$ cat config.mk
export PLATFORM = sky130hd
export DESIGN_NAME = uart_rx
export DESIGN_NICKNAME = d
export VERILOG_FILES = /design/src/rtl/data_types_pkg.sv /design/src/rtl/uart_rx_os_tick_gen.sv /design/src/rtl/uart_rx.sv
export SDC_FILE = /design/constraint.sdc
export NUM_CORES = 1
export LEC_CHECK = 0
export CAP_MARGIN = 30
export CELL_PAD_IN_SITES_DETAIL_PLACEMENT = 0
export CELL_PAD_IN_SITES_GLOBAL_PLACEMENT = 2
export CORE_ASPECT_RATIO = 0.75
export CORE_MARGIN = 5
export CORE_UTILIZATION = 35
export CTS_BUF_LIST = sky130_fd_sc_hd__clkbuf_4 sky130_fd_sc_hd__clkbuf_8
export CTS_CLUSTER_SIZE = 30
export DETAILED_ROUTE_END_ITERATION = 8
export HOLD_SLACK_MARGIN = 0.12
export PLACE_DENSITY = 0.93
export REMOVE_ABC_BUFFERS = 1
export SYNTH_ARGS = -nofsm -noshare
export SYNTH_HDL_FRONTEND = slang
export SYNTH_SLANG_ARGS = --single-unit
export TNS_END_PERCENT = 1
$ cat constraint.sdc
create_clock -name clk -period 3.12 [get_ports clk]
set_clock_uncertainty 0.05 [all_clocks]
set_input_delay 0.624 -clock clk [delete_from_list [all_inputs] [get_ports clk]]
set_output_delay 0.624 -clock clk [all_outputs]
set_load 0.1 [all_outputs]
$ cat src/rtl/data_types_pkg.sv
// Shared types for the UART blocks: line configuration, receiver states and
// the oversampling constants used by the receiver.
package data_types_pkg;

  // Width of the baud divider carried in the shared configuration word.
  localparam int CFG_DIV_W = 16;

  // Oversample ticks per bit; the receiver's phase logic assumes 16.
  localparam int OS_RATE = 16;
  localparam int SC_W    = $clog2(OS_RATE);

  // Line configuration shared by transmitter and receiver.
  typedef struct packed {
    logic [CFG_DIV_W-1:0] br_div;  // transmitter baud divider
    logic                 word;    // 1 = 9 data bits, 0 = 8
    logic                 stop;    // 1 = 2 stop bits, 0 = 1
  } config_t;

  typedef enum logic [1:0] {
    RX_IDLE,
    RX_START,
    RX_DATA,
    RX_STOP
  } rx_state_t;

  // Two-out-of-three vote used when mid-bit majority sampling is built in.
  function automatic logic majority3(input logic a, input logic b, input logic c);
    return (a & b) | (a & c) | (b & c);
  endfunction

endpackage

$ cat src/rtl/uart_rx_os_tick_gen.sv
// Oversample tick generator: counts clk cycles 0..div and emits a one-cycle
// tick when the count equals div. Held at zero while clr is high so that the
// first tick of a frame always lands div+1 cycles after the start edge.
module os_tick_gen #(
  parameter int DIV_W = 16
) (
  input  logic             clk,
  input  logic             rst_n,
  input  logic             clr,
  input  logic [DIV_W-1:0] div,
  output logic             tick
);

  logic [DIV_W-1:0] cnt;

  assign tick = !clr && (cnt == div);

  // Free-running divider; wraps on reaching div (>= guards a div lowered mid-count).
  always_ff @(posedge clk or negedge rst_n) begin
    if (!rst_n) begin
      cnt <= '0;
    end else if (clr || (cnt >= div)) begin
      cnt <= '0;
    end else begin
      cnt <= cnt + DIV_W'(1);
    end
  end

endmodule

$ cat src/rtl/uart_rx.sv
// UART receiver: 16x oversampled, 8 or 9 data bits LSB first, 1 or 2 stop
// bits, one-cycle valid pulse with a framing-error flag.
// Build option: define UART_RX_MAJORITY_EN to take each bit as the majority
// of samples 7, 8 and 9 (decision at 9) instead of a single sample at 7.
module uart_rx
  import data_types_pkg::*;
#(
  parameter int DIV_W = 16
) (
  input  logic             clk,
  input  logic             rst_n,
  input  logic             rx_in,
  input  logic             enable,
  input  config_t          rx_cfg,
  input  logic [DIV_W-1:0] os_div,
  output logic [8:0]       data,
  output logic             valid,
  output logic             frame_err,
  output logic             busy
);

  rx_state_t       state;
  logic            sync1;
  logic            rx_s;
  logic            rx_prev;
  logic            start_edge;
  logic            tick;
  logic [SC_W-1:0] sc;
  logic [3:0]      bit_idx;
  logic [8:0]      shift;
  logic            word9;
  logic            stop2;
  logic            stop_idx;
  logic            err;
  logic            bit_val;
  logic            decide;
  logic            unused_cfg;

  // The baud divider field belongs to the transmitter.
  assign unused_cfg = ^rx_cfg.br_div;

  // Two-flop synchroniser plus one history flop for falling-edge detection.
  // NOTE: these reset to 1 (idle line) so that releasing reset is never
  // mistaken for a start edge.
  always_ff @(posedge clk or negedge rst_n) begin
    if (!rst_n) begin
      sync1   <= 1'b1;
      rx_s    <= 1'b1;
      rx_prev <= 1'b1;
    end else begin
      sync1   <= rx_in;
      rx_s    <= sync1;
      rx_prev <= rx_s;
    end
  end

  // A line that stays low produces no new edge, so a break cannot retrigger.
  assign start_edge = rx_prev && !rx_s;

  os_tick_gen #(
    .DIV_W(DIV_W)
  ) u_tick (
    .clk  (clk),
    .rst_n(rst_n),
    .clr  (state == RX_IDLE),
    .div  (os_div),
    .tick (tick)
  );

`ifdef UART_RX_MAJORITY_EN
  localparam logic [SC_W-1:0] DECIDE_CNT = SC_W'(9);

  logic v7;
  logic v8;

  // Capture the two early mid-bit samples; the third is rx_s at the decision.
  always_ff @(posedge clk or negedge rst_n) begin
    if (!rst_n) begin
      v7 <= 1'b0;
      v8 <= 1'b0;
    end else if (tick) begin
      if (sc == SC_W'(7)) v7 <= rx_s;
      if (sc == SC_W'(8)) v8 <= rx_s;
    end
  end

  assign bit_val = majority3(v7, v8, rx_s);
`else
  localparam logic [SC_W-1:0] DECIDE_CNT = SC_W'(7);

  assign bit_val = rx_s;
`endif

  assign decide = tick && (sc == DECIDE_CNT);
  assign busy   = (state != RX_IDLE);

  // Frame FSM. The sample counter is not cleared between bits: it runs on
  // from the start-bit decision so every later bit is decided at the same
  // phase, exactly OS_RATE ticks after the previous one.
  // NOTE: all state here uses non-blocking assignments so every branch sees
  // the pre-edge values of sc, bit_idx and err.
  always_ff @(posedge clk or negedge rst_n) begin
    if (!rst_n) begin
      state     <= RX_IDLE;
      sc        <= '0;
      bit_idx   <= '0;
      shift     <= '0;
      word9     <= 1'b0;
      stop2     <= 1'b0;
      stop_idx  <= 1'b0;
      err       <= 1'b0;
      data      <= '0;
      valid     <= 1'b0;
      frame_err <= 1'b0;
    end else begin
      // NOTE: valid defaults low each cycle so it can only ever be a pulse.
      valid <= 1'b0;
      unique case (state)
        RX_IDLE: begin
          sc <= '0;
          if (enable && start_edge) begin
            word9    <= rx_cfg.word;
            stop2    <= rx_cfg.stop;
            bit_idx  <= '0;
            stop_idx <= 1'b0;
            err      <= 1'b0;
            shift    <= '0;
            state    <= RX_START;
          end
        end

        RX_START: begin
          if (tick) begin
            sc <= sc + SC_W'(1);
            if (decide) begin
              if (bit_val) begin
                state <= RX_IDLE;  // false start: line was high at mid-bit
              end else begin
                bit_idx <= '0;
                state   <= RX_DATA;
              end
            end
          end
        end

        RX_DATA: begin
          if (tick) begin
            sc <= sc + SC_W'(1);
            if (decide) begin
              shift[bit_idx] <= bit_val;
              bit_idx        <= bit_idx + 4'd1;
              if (bit_idx == (word9 ? 4'd8 : 4'd7)) begin
                state <= RX_STOP;
              end
            end
          end
        end

        RX_STOP: begin
          if (tick) begin
            sc <= sc + SC_W'(1);
            if (decide) begin
              if (stop_idx == stop2) begin
                // Deliver at mid stop bit so a back-to-back start edge is seen.
                data      <= word9 ? shift : {1'b0, shift[7:0]};
                frame_err <= err || !bit_val;
                valid     <= 1'b1;
                state     <= RX_IDLE;
              end else begin
                err      <= err || !bit_val;
                stop_idx <= 1'b1;
              end
            end
          end
        end

        default: state <= RX_IDLE;
      endcase
    end
  end

endmodule

* Yosys cells after proc, flatten, opt, wreduce, memory -nomap -nowiden
Index checks and enable logic that the tools add are counted.
** Storage, ports and cells
- Output and inout port bits :: 12
- Logic and storage cells :: 104
- Bits in registers :: 53
** Operators by class
- Multiplexer cells :: 43
- Reductions and logical operators :: 21
- Order comparisons :: 3
- Equal/unequal tests :: 19
- $add $sub $neg :: 3
** Operators with widths (count)
- $mux W9 :: 4
- $mux W4 :: 8
- $ne A2 B2 Y1 const B :: 11
- $mux W2 :: 10
- $pmux W9 S2 :: 1
- $add A16 B1 Y16 const B :: 1
- $eq A16 B16 Y1 :: 1
- $ge A16 B16 Y1 :: 1
- $mux W16 :: 1
- $mux W1 :: 12
- $pmux W4 S3 :: 1
- $bwmux W9 :: 1
- $reduce_and A9 Y1 :: 1
- $add A4 B1 Y4 const B :: 2
- $pmux W2 S4 :: 1
- $pmux W4 S2 :: 1
- $reduce_and A4 Y1 :: 2
- $reduce_and A7 Y1 :: 1
- $reduce_bool A2 Y1 :: 3
- $logic_and A1 B1 Y1 :: 5
- $lt A4 B5 Y1 const B :: 1
- $reduce_and A5 Y1 :: 1
- $demux W1 S4 :: 1
- $eq A2 B2 Y1 const B :: 2
- other kinds (13) :: 16

* Depth between registers and ports, before layout
Gate-level depths: netlist of run 1.
- Word-level depth :: 8
- Mapped depth :: 7

* By module
A second synthesis of run 1 with hierarchy kept.
** Second synthesis, totals
- Cells, all modules :: 284
- Area total of the unflattened synthesis :: 2915.3 sq um
** Modules (own cells, without submodules)
- uart_rx :: seq. area each 929.6 sq um, cells an instance 152, instances 1, area an instance 1720.4 sq um
- os_tick_gen :: seq. area each 400.4 sq um, cells an instance 132, instances 1, area an instance 1194.9 sq um

* Worst setup path after synthesis of run 1
No wires, ideal clock.
- Kind :: input to register
- Start point :: input port os_div[14]
- End point :: register data[1]
- Path slack :: 0.668 ns
- Stages on the path :: 7
- Arrival :: 2.277 ns
- Cell sequence :: inv_1 -> ha_1 -> nand4_2 -> nor4_2 -> or3b_1 -> buf_6 -> mux2_4
** On the way
- Longest elaborated chain between the ends :: 4
** Ends and longest elaborated chain
- start: declaration :: RTL line uart_rx.sv:15 : input logic [DIV_W-1:0] os_div,
- $eq A16 B16 Y1 * :: RTL line uart_rx_os_tick_gen.sv:16 : assign tick = !clr && (cnt == div);
- $logic_and A1 B1 Y1 * :: RTL line uart_rx_os_tick_gen.sv:16
- $logic_and A1 B1 Y1 :: RTL line uart_rx.sv:94 : assign decide = tick && (sc == DECIDE_CNT);
- $reduce_and A4 Y1 (no source line) *
- end signal: assignment :: RTL line uart_rx.sv:165 : data <= word9 ? shift : {1'b0, shift[7:0]};
- end: declaration :: RTL line uart_rx.sv:16 : output logic [8:0] data,
Mark *: on every way between the ends. The rest lies on a longest branch, timed or not.
A chain may end at the register's enable or synchronous reset.

* Worst setup path in the final report of run 1
- Start point :: input port os_div[14]
- End point :: register frame_err
** On the way
- Longest elaborated chain between the ends :: 4
** Ends and longest elaborated chain
- $eq A16 B16 Y1 * :: RTL line uart_rx_os_tick_gen.sv:16
- $logic_and A1 B1 Y1 * :: RTL line uart_rx_os_tick_gen.sv:16
- $logic_and A1 B1 Y1 :: RTL line uart_rx.sv:94
- $reduce_and A4 Y1 (no source line) *
- end signal: assignment :: RTL line uart_rx.sv:166 : frame_err <= err || !bit_val;
- end: declaration :: RTL line uart_rx.sv:18 : output logic frame_err,
Marked as above.

==> impl_metrics.tcl, run 1 <==
set metrics [dict create \
    die_h_um 91.7 \
    worst-path-buf-inv 3 \
    syn_avg_cell_area_um2 9.88 \
    max_freq_mhz 364 \
    grt_pass1_wl_um 11900 \
    crit_arrival_ns 2.90 \
    period_minus_slack_ns 2.75 \
    rows 29 \
    cp_top_family "simple AND/OR/NAND/NOR gates" \
    htree_levels 2 \
    dr.pass1.iters 5 \
    syn-instance-count 315 \
    clk_pin_slew_ns 0.09 \
    antenna_found_initial 0 \
    wirelength_um 6930 \
    fp.dieArea_um2 10900 \
    min-delay-start "sync1$_DFF_PN1_" \
    ant_nets 0 \
    cpPeakStageDelay_ns 0.45 \
    endpoint_kind "register" \
    setup_viol 0 \
    start_util 0.363 \
    synth_top_family_by_area "simple AND/OR/NAND/NOR gates" \
    synthToLayoutAreaGrowth_pct 17.2 \
    grt_usage 0.132 \
    startpoint "os_div[14]" \
    yosys-top-cells-area "dfrtp_1 40%, ha_1 8.8%, a211oi_1 3.9%" \
    post_drt_via_cell_ratio 5.34 \
    post-route-period-util 0.881 \
    ff2ff_setup_slack_ns 0.65 \
    r2r-start "u_tick.cnt[0]$_DFF_PN0_" \
    synthMuxAreaShare 0.0519 \
    clk_latency_ns 0.31 \
    fp.coreArea_um2 8560 \
    rsz0062_at_grt "no" \
    root_buffer "clkbuf_8" \
    drt_iter0_drc 99 \
    post_drt_wl_per_cell_um 15.0 \
    port_buffers 33 \
    post_cts_buffers 0 \
    p_per_area_nw_per_um2 455 \
    syn_area_um2 3110 \
    synthAdderAreaFrac 0.0885 \
    vias 2469 \
    hold_buffers 0 \
    status "finished, final reports clean" \
    max_slew_margin 0.551 \
    grt_pass1_vias 2379 \
    tightest_slew_ns 0.674 \
    cts-buffers-inserted 5 \
    io_pins 50 \
    synth-compound-area-share 0.124 \
    cts.sinks 53 \
    crit_path_start_kind "input pin" \
    crit_type "in2reg" \
    seq_area_frac_synth 0.427 \
    drive_above_1_share 0.147 \
    gp_congestion 0.783 \
    synth_top_area_share 0.402 \
    path_cells "clkdlybuf4s50_1 > inv_1 > ha_1 > nand4_2 > nor4_2 > or3b_1 > buf_4 > mux2_4" \
    drc 0 \
    synth_warnings 0 \
    yosysMostFrequentCell "dfrtp_1" \
    cp_max_fo 11 \
    synthFlopType "dfrtp_1" \
    yosysUniqueCellTypes 50 \
    clockBufferDepth 2 \
    synth_edf_count 0 \
    ctsResizeCount 0 \
    synth-xor-area-share 0.0450 \
    synth-seq-cells 53 \
    critPathSlowestCell "clkdlybuf4s50_1" \
    hold_viol 0 \
    dp_hpwl_um 5110 \
    overflow 0 \
    synth-simple-area-share 0.206 \
    die_w_um 119 \
    setup_tns_ns 0 \
    cts_tree "done" \
    num_antenna_cells 0 \
    power.leakage_uw 0.00167 \
    grt_max_degree 54 \
    cp_data_required_time_ns 3.27 \
    peakVddDrop_uv 201 \
    power_uw 1660 \
    synth_top_area_cell "dfrtp_1" \
    slew_viol_final 0 \
    hp-class "reg2reg" \
    async_reset_ff_frac 1.00 \
    maxCapViolations 0 \
    synthTopCellsByCount "50 x dfrtp_1, 30 x nand2_1, 28 x inv_1" \
    fin_nets 413 \
]
==> cell families (layout without fill, tap and decap cells) <==
group | count (synthesis) | count (layout)
compound gates | 55 | 55
buf+inv | 41 | 80
fa+ha+maj | 22 | 22
flops | 53 | 53
simple gates | 116 | 116
mux | 12 | 12
xor+xnor | 16 | 16
==> sequential cells by signal, indices dropped and copies added, names as in the netlist, 4 cells and up, named ones only <==
| signal | flops |
|---|---|
| data | 9 |
| u_tick.cnt | 16 |
| sc | 4 |
| shift | 9 |
| bit_idx | 4 |
==> through the flow <==
| step | std cells | setup slack [ns] | instance area [µm²] | hold WS (ns) | utilization |
|---|---|---|---|---|---|
| 2_1_floorplan | 302 | 0.570 | 3040 | 0.278 | - |
| 3_3_place_gp | 453 | 0.00197 | 3540 | 0.296 | 0.414 |
| 3_5_place_dp | 454 | 0.0338 | 3550 | 0.301 | 0.415 |
| 4_1_cts | 462 | 0.377 | 3650 | 0.315 | 0.426 |
| 5_1_grt | 462 | 0.260 | 3650 | 0.322 | 0.426 |
| 6_report | 462 | 0.371 | 3650 | 0.314 | 0.426 |
==> cells in the final DEF, fill, tap and decap left out, types with 3 or more instances in the layout <==
master	n
dfrtp_1	50
nand2_1	30
inv_1	28
buf_4	23
ha_1	22
nand3_1	20
clkdlybuf4s50_1	20
nand4_1	16
a211oi_1	16
o211ai_1	13
nor2_1	12
xnor2_1	11
mux2_4	8
a21oi_1	7
nor4_1	7
o21ai_0	6
clkbuf_8	6
nor3_1	5
xor2_1	5
o21a_1	3
nand4_2	3
or3_1	3
mux2i_1	3
nor2b_1	3
dfstp_2	3
==> routing by layer <==
layer | vias to the layer above | part of all wire | GRT usage
li1 | 1224 | - | -
met1 | 1186 | 0.54 | 0.208
met2 | 52 | 0.41 | 0.185
met3 | 7 | 0.040 | 0.0264
met4 | 0 | 0.010 | 0.0318
met5 | - | 0 | 0
==> power breakdown <==
part,internal [µW],switching (µW),total [µW]
clock network,180,233,413
registers,762,107,869
logic,158,221,379
==> worst paths after layout <==
kind / endpoint / cells after the start
worst max-delay path: frame_err$_DFFE_PN0P_ / 8
worst min-delay path: bit_val$_DFF_PN1_ / 0
worst max register to register: frame_err$_DFFE_PN0P_ / 7
worst min register to register: bit_val$_DFF_PN1_ / 0
max in group asynchronous: u_tick.cnt[10]$_DFF_PN0_ / 2
min in group asynchronous: data[6]$_DFFE_PN0P_ / 2
==> cell type report <==
cell class | count | area, µm²
clock buffers | 6 | 82.6
multi-input cells | 221 | 1600
clock inverters | 2 | 13.8
flip-flops and latches | 53 | 1330
fillers | 837 | 4910
repair buffers | 44 | 378
inverters | 28 | 105
well taps | 108 | 135
Power figures use the tool's default switching activity.
==> run 2: changes to the inputs <==
Settings changed: CTS_CLUSTER_DIAMETER from default to 50, MAX_ROUTING_LAYER from default to met4, PLACE_DENSITY 0.93 to 0.94, SYNTH_HIERARCHICAL from default to 1.
==> run 2 against run 1 <==
Worst hold slack gained 0.00067 ns; maximum frequency fell by 9.0%; flip-flop and latch count did not move; count of clock-buffer cells in the layout up 1; critical path type unchanged.
==> impl_metrics.tcl, run 2 <==
set metrics [dict create \
    setup_viol 0 \
    drive_above_1_share 0.209 \
    dr.pass1.iters 4 \
    ff2ff_setup_slack_ns 0.42 \
    crit_path_start_kind "input pin" \
    synth-compound-area-share 0.120 \
    fillers 760 \
    slew_viol_final 0 \
    synth_top_area_share 0.429 \
    ant_nets 0 \
    largest_reg_flops 16 \
    clockBufferDepth 2 \
    fp.coreArea_um2 7990 \
    grt_pass1_wl_um 10300 \
    rsz0062_at_grt "no" \
    r2r_cells 9 \
    synthAdderAreaFrac 0.0944 \
    drc 0 \
    fp.dieArea_um2 10300 \
    num_antenna_cells 0 \
    syn_avg_cell_area_um2 10.3 \
    largest_register "u_tick/cnt" \
    async_reset_ff_frac 1.00 \
    reg_top3 "u_tick/cnt x16, data x9, shift x9" \
    vias 2124 \
    synthTopCellsByCount "50 x dfrtp_1, 27 x inv_1, 22 x ha_1" \
    yosysUniqueCellTypes 47 \
    max_freq_mhz 331 \
    setup_tns_ns 0 \
    cp_max_fo 6 \
    final_common_cell "dfrtp_1" \
    root_buffer "clkbuf_8" \
    htree_levels 2 \
    io_pins 50 \
    yosysMostFrequentCell "dfrtp_1" \
    dp_hpwl_um 4460 \
    post-route-period-util 0.968 \
    antenna_found_initial 0 \
    p_per_area_nw_per_um2 418 \
    synthMuxAreaShare 0.0446 \
    synth-seq-cells 53 \
    hold_buffers 0 \
    hp-class "reg2reg" \
    wirelength_um 5920 \
    cts.sinks 53 \
    power.leakage_uw 0.00175 \
    peakVddDrop_uv 180 \
    endpoint_kind "register" \
    reg2reg_to "data[0]$_DFFE_PN0P_" \
    dp.cells 431 \
    fin_nets 394 \
    clk_latency_ns 0.30 \
    synth_edf_count 0 \
    cts_tree "done" \
    fin_util 0.449 \
    post_drt_wl_per_cell_um 13.5 \
    synthToLayoutAreaGrowth_pct 23.0 \
    maxCapViolations 0 \
    synth-simple-area-share 0.175 \
    post_drt_via_cell_ratio 4.83 \
    synth_top_family_by_area "simple AND/OR/NAND/NOR gates" \
    cp_data_required_time_ns 3.26 \
    r2r-start "u_tick/cnt[10]$_DFF_PN0_" \
    drt_iter0_drc 100 \
    syn_area_um2 2920 \
    port_buffers 33 \
    rows 28 \
    max_slew_margin 0.558 \
    startpoint "os_div[13]" \
    yosys-top-cells-area "dfrtp_1 43%, ha_1 9.4%, xnor2_1 3.6%" \
    gp_congestion 0.780 \
    grt_usage 0.128 \
    synth_warnings 6 \
    tightest_slew_ns 0.663 \
    power_uw 1500 \
    overflow 0 \
    crit_end "data[0]$_DFFE_PN0P_" \
    grt_pass1_vias 2168 \
    start_util 0.365 \
    synth-xor-area-share 0.0541 \
    synth_top_area_cell "dfrtp_1" \
    seq_area_frac_synth 0.456 \
    die_h_um 89.0 \
    status "finished, final reports clean" \
    final_cell_mix "50 x dfrtp_1, 28 x buf_4, 27 x inv_1" \
    hold_viol 0 \
    die_w_um 115 \
    syn-instance-count 284 \
    period_minus_slack_ns 3.02 \
    synthFlopType "dfrtp_1" \
    clk_pin_slew_ns 0.09 \
    crit_arrival_ns 3.16 \
    crit_type "in2reg" \
    cts-buffers-inserted 5 \
    fin_cells 440 \
    grt_max_degree 54 \
]
run 2: cell count changes after synthesis, sizes merged, moves of 9 or more:
cell / before / now
nand4: 19 / 8
o211ai: 13 / 1
nand3: 20 / 7
nor2: 12 / 31
a22o: 0 / 9
nand2: 30 / 20
a211oi: 16 / 2
run 2: worst min path at each step:
stage	from	end	slack [ns]	cells after the start
global route	sync1$_DFF_PN1_	bit_val$_DFF_PN1_	0.32	0
detailed placement	sync1$_DFF_PN1_	bit_val$_DFF_PN1_	0.30	0
CTS	sync1$_DFF_PN1_	bit_val$_DFF_PN1_	0.31	0
floorplan	rst_n	asynchronous set/reset pin	0.28	0
finish	sync1$_DFF_PN1_	bit_val$_DFF_PN1_	0.31	0
global placement	sync1$_DFF_PN1_	bit_val$_DFF_PN1_	0.30	0
run 2: repair_timing:
item                       4_1_cts  5_1_grt
setup endpoints to repair       20        8
gates resized for setup          6        0
pin swaps                        4        2
setup buffers                    0        1
run 2: logic make-up (layout without fill, tap and decap cells):
group,after synthesis,count (layout)
simple gates,94,94
compound gates,51,51
xor+xnor,18,18
buf+inv,36,87
fa+ha+maj,22,22
mux,10,10
flops,53,53
run 2: per-stage QoR:
stage | hold WS (ns) | setup WS (ns) | instance area [µm²]
after CTS | 0.315 | 0.0120 | 3580
after floorplan | 0.278 | -0.317 | 2850
after detailed placement | 0.301 | -0.530 | 3430
after global placement | 0.297 | -0.499 | 3430
after global routing | 0.317 | 0.000585 | 3580
final | 0.314 | 0.0998 | 3580
run 2: worst max-delay path: stages:
cell,delay [ns]
clkdlybuf4s50_1,0.46
inv_1,0.05
ha_1,0.29
nand4_1,0.11
or2_4,0.27
nor4_4,0.16
buf_4,0.15
nand4b_1,0.12
or4_4,0.46
buf_6,0.16
mux2_4,0.29
run 2: layer usage:
metal,vias to the layer above,share of wire,track usage
met4,0,0.0081,0.0288
met3,2,0.026,0.0244
li1,1086,-,-
met1,1013,0.53,0.177
met2,23,0.43,0.197
met5,-,0,-
run 2: area by class of cell:
type                       count  area, µm²  share of cell area
clock inverter                 1       30.0             0.00838
clock buffer                   7       90.1              0.0251
multi-input combinational    195       1440               0.403
timing repair buffer          52        458               0.128
sequential                    53       1330               0.371
tap                          105        131              0.0366
inverter                      27        101              0.0283
run 2: power by group:
part           leakage, µW  switching [µW]  total [µW]  internal (µW)
registers         0.000715            60.3         790            730
clock network    0.0000619             215         485            270
logic             0.000974             103         222            119
==> run 3: changes to the inputs <==
Settings changed: SLEW_MARGIN from default to 15.
==> results of run 3 <==
Final layout, timing and power as in run 2 (identical DEF).
